$ cat src/rtl/mem_stage_lsu.sv
// MEM pipeline stage for the LoongArch32 core. It waits for variable-latency data
// SRAM responses, buffers one early response, extracts sub-word loads, and drops
// responses that belong to flushed loads.
module mem_stage_lsu #(
    parameter int XLEN     = 32,
    parameter int RF_AW    = 5,
    parameter int CANCEL_W = 2
) (
    input  logic             clk,
    input  logic             reset,
    input  logic             flush,
    input  logic             ws_allowin,
    output logic             ms_allowin,
    input  logic             es_to_ms_valid,
    input  logic [31:0]      es_pc,
    input  logic             es_gr_we,
    input  logic [RF_AW-1:0] es_dest,
    input  logic [XLEN-1:0]  es_alu_result,
    input  logic [2:0]       es_ld_op,
    input  logic             data_sram_data_ok,
    input  logic [XLEN-1:0]  data_sram_rdata,
    output logic             ms_to_ws_valid,
    output logic [31:0]      ms_pc,
    output logic             ms_gr_we,
    output logic [RF_AW-1:0] ms_dest,
    output logic [XLEN-1:0]  ms_final_result,
    output logic [RF_AW-1:0] ms_fwd_dest,
    output logic [XLEN-1:0]  ms_fwd_data,
    output logic             ms_fwd_stall
);

    localparam int OFF_W = $clog2(XLEN / 8);

    localparam logic [2:0] LD_NONE = 3'd0;
    localparam logic [2:0] LD_B    = 3'd1;
    localparam logic [2:0] LD_BU   = 3'd2;
    localparam logic [2:0] LD_H    = 3'd3;
    localparam logic [2:0] LD_HU   = 3'd4;
    localparam logic [2:0] LD_W    = 3'd5;
    localparam logic [2:0] LD_WU   = 3'd6;
    localparam logic [2:0] LD_D    = 3'd7;

    localparam logic [CANCEL_W-1:0] CNT_MAX   = '1;
    localparam logic [OFF_W-1:0]    HALF_MASK = ~(OFF_W'(1));
    localparam logic [OFF_W-1:0]    WORD_MASK = ~(OFF_W'(3));

    logic                ms_valid;
    logic [XLEN-1:0]     ms_alu_result;
    logic [2:0]          ms_ld_op;
    logic                buf_valid;
    logic [XLEN-1:0]     buf_data;
    logic [CANCEL_W-1:0] discard_cnt;

    logic            is_load;
    logic            resp_live;
    logic            ms_ready_go;
    logic            ms_leave;
    logic            buf_fill;
    logic            discard_inc;
    logic            discard_dec;
    logic [OFF_W-1:0] byte_off;
    logic [XLEN-1:0] ld_src;
    logic [7:0]      ld_byte;
    logic [15:0]     ld_half;
    logic [31:0]     ld_word;

    // A response only belongs to the current load once all cancelled responses are drained.
    assign is_load     = (ms_ld_op != LD_NONE);
    assign resp_live   = data_sram_data_ok && (discard_cnt == '0);
    assign ms_ready_go = !is_load || buf_valid || resp_live;
    assign ms_allowin  = !ms_valid || (ms_ready_go && ws_allowin);
    assign ms_leave    = ms_valid && ms_ready_go && ws_allowin;
    assign ms_to_ws_valid = ms_valid && ms_ready_go && !flush;

    assign buf_fill    = ms_valid && is_load && resp_live && !buf_valid && !ws_allowin && !flush;
    assign discard_dec = data_sram_data_ok && (discard_cnt != '0);
    assign discard_inc = flush && ms_valid && is_load && !ms_ready_go;

    assign byte_off = ms_alu_result[OFF_W-1:0];
    assign ld_src   = buf_valid ? buf_data : data_sram_rdata;
    assign ld_byte  = 8'(ld_src >> {byte_off, 3'b000});
    assign ld_half  = 16'(ld_src >> {byte_off & HALF_MASK, 3'b000});
    assign ld_word  = 32'(ld_src >> {byte_off & WORD_MASK, 3'b000});

    always_comb begin
        ms_final_result = ms_alu_result;
        case (ms_ld_op)
            LD_B:    ms_final_result = XLEN'(signed'(ld_byte));
            LD_BU:   ms_final_result = XLEN'(ld_byte);
            LD_H:    ms_final_result = XLEN'(signed'(ld_half));
            LD_HU:   ms_final_result = XLEN'(ld_half);
            LD_W:    ms_final_result = XLEN'(signed'(ld_word));
            LD_WU:   ms_final_result = XLEN'(ld_word);
            LD_D:    ms_final_result = ld_src;
            default: ms_final_result = ms_alu_result;
        endcase
    end

    assign ms_fwd_data  = ms_final_result;
    assign ms_fwd_dest  = ms_dest & {RF_AW{ms_valid & ms_gr_we}};
    assign ms_fwd_stall = ms_valid && is_load && !ms_ready_go;

    always_ff @(posedge clk) begin
        if (reset) begin
            ms_valid      <= 1'b0;
            ms_pc         <= '0;
            ms_gr_we      <= 1'b0;
            ms_dest       <= '0;
            ms_alu_result <= '0;
            ms_ld_op      <= LD_NONE;
        end else begin
            if (flush) begin
                ms_valid <= 1'b0;
            end else if (ms_allowin) begin
                ms_valid <= es_to_ms_valid;
            end
            if (es_to_ms_valid && ms_allowin && !flush) begin
                ms_pc         <= es_pc;
                ms_gr_we      <= es_gr_we;
                ms_dest       <= es_dest;
                ms_alu_result <= es_alu_result;
                ms_ld_op      <= es_ld_op;
            end
        end
    end

    // One-entry holding register for a response that arrives while WB is stalled.
    always_ff @(posedge clk) begin
        if (reset) begin
            buf_valid <= 1'b0;
            buf_data  <= '0;
        end else if (flush || ms_leave) begin
            buf_valid <= 1'b0;
        end else if (buf_fill) begin
            buf_valid <= 1'b1;
            buf_data  <= data_sram_rdata;
        end
    end

    always_ff @(posedge clk) begin
        if (reset) begin
            discard_cnt <= '0;
        end else if (discard_inc && !discard_dec) begin
            if (discard_cnt != CNT_MAX) begin
                discard_cnt <= discard_cnt + 1'b1;
            end
        end else if (discard_dec && !discard_inc) begin
            discard_cnt <= discard_cnt - 1'b1;
        end
    end

    discard_no_overflow: assert property (@(posedge clk) disable iff (reset)
        !(discard_inc && !discard_dec && discard_cnt == CNT_MAX));

endmodule
$ cat config.mk
export PLATFORM = sky130hd
export DESIGN_NAME = mem_stage_lsu
export DESIGN_NICKNAME = d
export VERILOG_FILES = /design/src/rtl/mem_stage_lsu.sv
export SDC_FILE = /design/constraint.sdc
export NUM_CORES = 1
export LEC_CHECK = 0
export ABC_AREA = 0
export CORE_AREA = 8 8 123 125
export DETAILED_ROUTE_END_ITERATION = 7
export DIE_AREA = 0 0 131 133
export PLACE_DENSITY_LB_ADDON = 0.1
export REMOVE_ABC_BUFFERS = 1
export SYNTH_ARGS = -nofsm -noshare
export SYNTH_HDL_FRONTEND = slang
export SYNTH_SLANG_ARGS = --single-unit
$ cat constraint.sdc
create_clock -name clk -period 2.95 [get_ports clk]
set_input_delay 0.7375 -clock clk [delete_from_list [all_inputs] [get_ports clk]]
set_output_delay 0.7375 -clock clk [all_outputs]
set_load 0.02 [all_outputs]
; After elaboration in Yosys (flattened, before gate mapping)
; Index checks and enable logic that the tools add are counted.
[classes]
n_addsub = 2
n_eq_ne = 9
shift = 2
n_mux = 5
n_bitwise = 3
reduce_logical = 40
[ops]
columns = cell, count
row1 = case mux 32 bit (5 select lines), 1
row2 = 2-to-1 mux 32 bit, 1
row3 = right shift 32 x 5 -> 16 bit, 1
row4 = right shift 32 x 5 -> 8 bit, 1
row5 = logical AND 1 bit, 19
row6 = "equality test 3 bit, second input constant", 4
row7 = logical NOT 1 bit, 8
row8 = "equality test 3 x 2 -> 1 bit, second input constant", 2
row9 = 2-to-1 mux 2 bit, 3
row10 = AND 5 bit, 1
row11 = logical OR 1 bit, 4
row12 = AND reduction 2 bit, 2
row13 = nonzero test 2 bit, 2
row14 = OR reduction 2 bit, 2
row15 = "equality test 3 x 1 -> 1 bit, second input constant", 1
row16 = nonzero test 3 bit, 1
row17 = OR reduction 3 bit, 1
row18 = "adder 2 x 1 -> 2 bit, second input constant", 1
row19 = logical NOT 2 bit, 1
row20 = "!= test 2 x 1 -> 1 bit, second input constant", 1
row21 = "!= test 2 bit, second input constant", 1
row22 = "subtractor 2 x 1 -> 2 bit, second input constant", 1
row23 = AND 1 bit, 1
row24 = inverter 1 bit, 1
[totals]
reg_bits = 109
inputBits = 111
out_inout_bits = 110
elab_cells = 70

; Logic depth before layout (Yosys ltp)
[depth]
ltp_word = 10
ltp_mapped = 8

; Worst setup path before layout
; Ideal clock, no wire load.
[synth_timing]
kind = input -> output
from = input port data_sram_rdata[23]
to = output port ms_fwd_data[21]
arrival_ps = 2091
required_time_ps = 2213
slack_ps = 121
path_stages = 7
path_buffers = 3
path_cell_list = mux4_2 a21oi_1 a21o_1 buf_4 buf_6 o22ai_1 buf_4
[synth_via]
elab_chain_cells = 3
[synth_rtl]
columns = element, line
row1 = from (decl), 21  ; input logic [XLEN-1:0] data_sram_rdata,
row2 = 2-to-1 mux 32 bit, 80  ; assign ld_src = buf_valid ? buf_data : data_sram_rdata;
row3 = right shift 32 x 5 -> 8 bit, 81  ; assign ld_byte = 8'(ld_src >> {byte_off, 3'b000});
row4 = case mux 32 bit (5 select lines), 87  ; case (ms_ld_op)
row5 = to (decl), 28  ; output logic [XLEN-1:0] ms_fwd_data,
; No other way between the ends.

; Final worst setup path
[layout_timing]
from = input port data_sram_rdata[7]
to = output port ms_fwd_data[26]
; The elaborated chain is that of the path after synthesis.

==> flow_metrics.py <==
metrics = {
    "global_routing": {
        "antenna_found_initial": 1,
        "grtUsageMet3_pct": 9.48,
        "gr-total-overflow": 0,
        "grt_pass1_vias": 6410,
        "grtUsageMet2_pct": 39.4,
        "grt_pass1_wl_mm": 34.1,
        "gr-max-usage-layer": "met2",
        "grt_max_degree": 75,
        "grt.met1_usage_pct": 28.3,
        "grt_use_total_pct": 24.5,
    },
    "critical_path": {
        "critPathSlowestCell": "mux4_2",
        "max_stage_delay_ns": 0.49,
        "worstPathCellList": "buf_6 > mux4_2 > a21oi_2 > a21o_2 > buf_12 > buf_16 > o22ai_1 > buf_4",
        "timing.rr.start": "ms_ld_op[2]$_SDFFE_PP0P_",
        "start_kind": "primary input",
        "worstSetupEndpointType": "primary output",
        "crit_fanout": 6,
        "startpoint": "data_sram_rdata[7]",
        "crit_arrival_ns": 2.20,
        "crit_buf_inv": 4,
        "critPathTopFamily": "buffers and inverters",
        "worstSetupPathType": "in -> out",
        "cp_data_required_time_ns": 2.21,
    },
    "power": {
        "power.density_nw_per_um2": 450,
        "p_total_mw": 3.93,
        "power_frac_clock_pct": 31.9,
        "leakage_nw": 3.14,
        "seqPwrFrac_pct": 39.3,
        "p_sw_share_pct": 30.6,
        "p_int_mw": 2.73,
        "combPwrFrac_pct": 28.8,
        "switchingPower_mw": 1.20,
        "ir_worst_vdd_mv": 0.238,
    },
    "timing": {
        "maxSlewHeadroom_pct": 42.0,
        "setup_viol": 0,
        "timing.fmax_mhz": 340,
        "final_max_slew_viol_count": 0,
        "skew_ns": 0.00972,
        "hold_viol_final": 0,
        "final.period_utilization_pct": 99.7,
        "rsz0062_at_grt": "yes",
        "holdWs_ns": 0.457,
        "finalSetupTns_ns": 0,
        "worst_slew_pin_slew_ns": 0.866,
        "finalCriticalPeriod_ns": 2.94,
    },
    "worst_hold_path": {
        "min_path_type": "reg -> reg",
        "min_from": "buf_data[6]$_SDFFE_PP0P_",
    },
    "layout": {
        "nNetsFinal": 1028,
        "n_antenna_cell": 0,
        "fin_cells": 1098,
        "design_area_um2": 8740,
        "area_growth_syn_to_layout_pct": 50.7,
        "drive_gt1_share_pct": 23.2,
    },
    "place": {
        "dpl.hpwl_mm": 14.9,
        "dp_cells": 1065,
        "placed_area_um2": 8230,
        "globalplace.congestion": 0.882,
        "portBuffers": 220,
    },
    "clock_tree": {
        "clk_path_buf_depth": 2,
        "htreeDepth": 3,
        "cts_tree": "done",
        "cts_buffers": 9,
        "clk_pin_slew_worst_paths_ns": 0.07,
        "cts.sinks": 109,
        "cts-root-buf": "clkbuf_16",
        "hold_buffers": 0,
        "worstSkewPairLatency_ns": 0.36,
    },
    "floorplan": {
        "fp.dieW_um": 131,
        "fp.dieH_um": 133,
        "core-area_um2": 13100,
        "die_area_um2": 17400,
        "fp-row-count": 42,
        "initial_utilization_pct": 44.3,
        "ios": 221,
    },
    "synth": {
        "synth-xor-area-share_pct": 0.302,
        "synthAdderAreaFrac_pct": 0.173,
        "avgSynthCellArea_um2": 8.14,
        "yosys_warnings": 0,
        "async_flop_share_pct": 0,
        "synth_area_um2": 5800,
        "synth_edf_count": 0,
        "synth-compound-area-share_pct": 34.3,
        "synth-seq-cells": 109,
        "synth_cell_types": 54,
        "synthMuxAreaShare_pct": 7.68,
        "synth_top_family_by_area": "compound AO/OA/AOI/OAI gates",
        "synth_simple_gate_area_share_pct": 9.30,
        "synthCells": 712,
        "ys_seq_area_share_pct": 37.6,
        "synthFlopType": "dfxtp_1",
    },
    "outcome": {
        "outcome": "complete, no violations",
    },
    "routing": {
        "wl_per_cell_um": 20.1,
        "drtIter0Drc": 551,
        "wl_mm": 22.1,
        "vias": 6397,
        "drc": 0,
        "drt_pre_antenna_iters": 5,
        "drt-vias-per-instance": 5.83,
        "detail-route-antenna-nets": 0,
    },
    "job": {
        "maxCapViolCount": 0,
    },
}
==> worst register-to-register path, stage by stage, from the launching register on <==
cell and delay [ns]:
dfxtp_1 0.51, buf_4 0.21, nor3_2 0.06, buf_4 0.16, nor4_4 0.17, buf_4 0.61
o21ai_0 0.23, a21oi_1 0.21
==> per-stage QoR <==
stage	util (%)	setup slack (ns)
2_1_floorplan	-	-2.06
3_3_place_gp	62.9	-0.883
3_5_place_dp	62.9	-0.916
4_1_cts	64.8	-0.0438
5_1_grt	66.8	-0.0621
6_report	66.8	0.00811
==> cell usage after synthesis (4+ instances only) <==
library cell	n	area share (%)
buf_2	24	2.1
clkbuf_1	45	2.9
mux2i_1	31	5.4
dfxtp_1	109	38
nand2_1	67	4.3
o22ai_1	26	2.8
o22a_1	14	2.1
mux2_2	8	1.6
buf_4	36	4.7
and3_1	5	0.54
nand3b_1	4	0.52
a21oi_1	111	9.6
o211ai_1	74	9.6
nor2_1	21	1.4
o21ai_0	81	7.0
inv_1	5	0.32
==> cell families after synthesis <==
| family | after synthesis |
|---|---|
| AO/OA/AOI/OAI | 328 |
| AND/OR/NAND/NOR | 117 |
| buffers and inverters | 114 |
| flip-flops | 109 |
| multiplexers | 41 |
| XOR/XNOR | 2 |
| adder cells (fa/ha/maj) | 1 |
==> cells in the final DEF, fill, tap and decap left out, types with 3 or more instances in the layout <==
| cell type | n |
|---|---|
| nand2b_1 | 3 |
| dlygate4sd2_1 | 3 |
| mux2i_1 | 30 |
| mux2_4 | 4 |
| and3_1 | 5 |
| o211ai_1 | 74 |
| o22ai_2 | 13 |
| nor2_1 | 20 |
| nand2_1 | 67 |
| clkbuf_16 | 9 |
| buf_2 | 27 |
| nor3_1 | 3 |
| o22a_1 | 14 |
| o22ai_1 | 10 |
| inv_1 | 4 |
| buf_6 | 24 |
| o21ai_0 | 80 |
| o22ai_4 | 3 |
| clkdlybuf4s50_1 | 146 |
| dfxtp_1 | 107 |
| buf_12 | 7 |
| mux2_2 | 4 |
| nand3b_1 | 4 |
| buf_4 | 92 |
| a21oi_1 | 110 |
==> worst paths after layout <==
path                              endpoint  slack [ns]  cells past startpoint
hold / removal    buf_data[6]$_SDFFE_PP0P_        0.46                      2
setup / recovery           ms_fwd_data[26]       0.008                      8
setup reg to reg    ms_pc[19]$_SDFFE_PP0P_        0.72                      7
hold reg to reg   buf_data[6]$_SDFFE_PP0P_        0.46                      2
==> power groups by stage <==
| stage | registers, mW | clock network [mW] | logic (mW) |
|---|---|---|---|
| floorplan | 1.61 | 0 | 0.422 |
| global placement | 1.58 | 0 | 1.09 |
| detailed placement | 1.58 | 0 | 1.10 |
| CTS | 1.55 | 1.27 | 1.06 |
| global route | 1.55 | 1.33 | 1.20 |
| finish | 1.55 | 1.26 | 1.13 |
==> state kept, by name, summed over array words and instances, names as in the netlist <==
signal,cells
discard_cnt,2
ms_valid,1
ms_pc,32
ms_alu_result,32
buf_valid,1
ms_dest,5
ms_ld_op,3
buf_data,32
ms_gr_we,1
==> what timing repair did <==
item,4_1_cts,5_1_grt
gates cloned,1,0
setup endpoints to repair,67,60
pin swaps,8,12
resized for setup,302,81
setup buffers,15,3
==> layer usage <==
metal | up-vias | part of all wire (%)
met2 | 306 | 47
met3 | 38 | 11
met4 | 2 | 1.9
met5 | - | 0.041
li1 | 3005 | -
met1 | 3046 | 39
==> area by class of cell <==
| cell class | instances | area (um^2) |
|---|---|---|
| clock buffer | 11 | 243 |
| clock inverter | 5 | 58.8 |
| fill | 1081 | 4350 |
| inverter | 5 | 18.8 |
| multi-input combinational | 489 | 3220 |
| sequential | 109 | 2190 |
| tap | 176 | 220 |
| timing repair buffer | 303 | 2790 |
(Power assumes the default switching activity.)
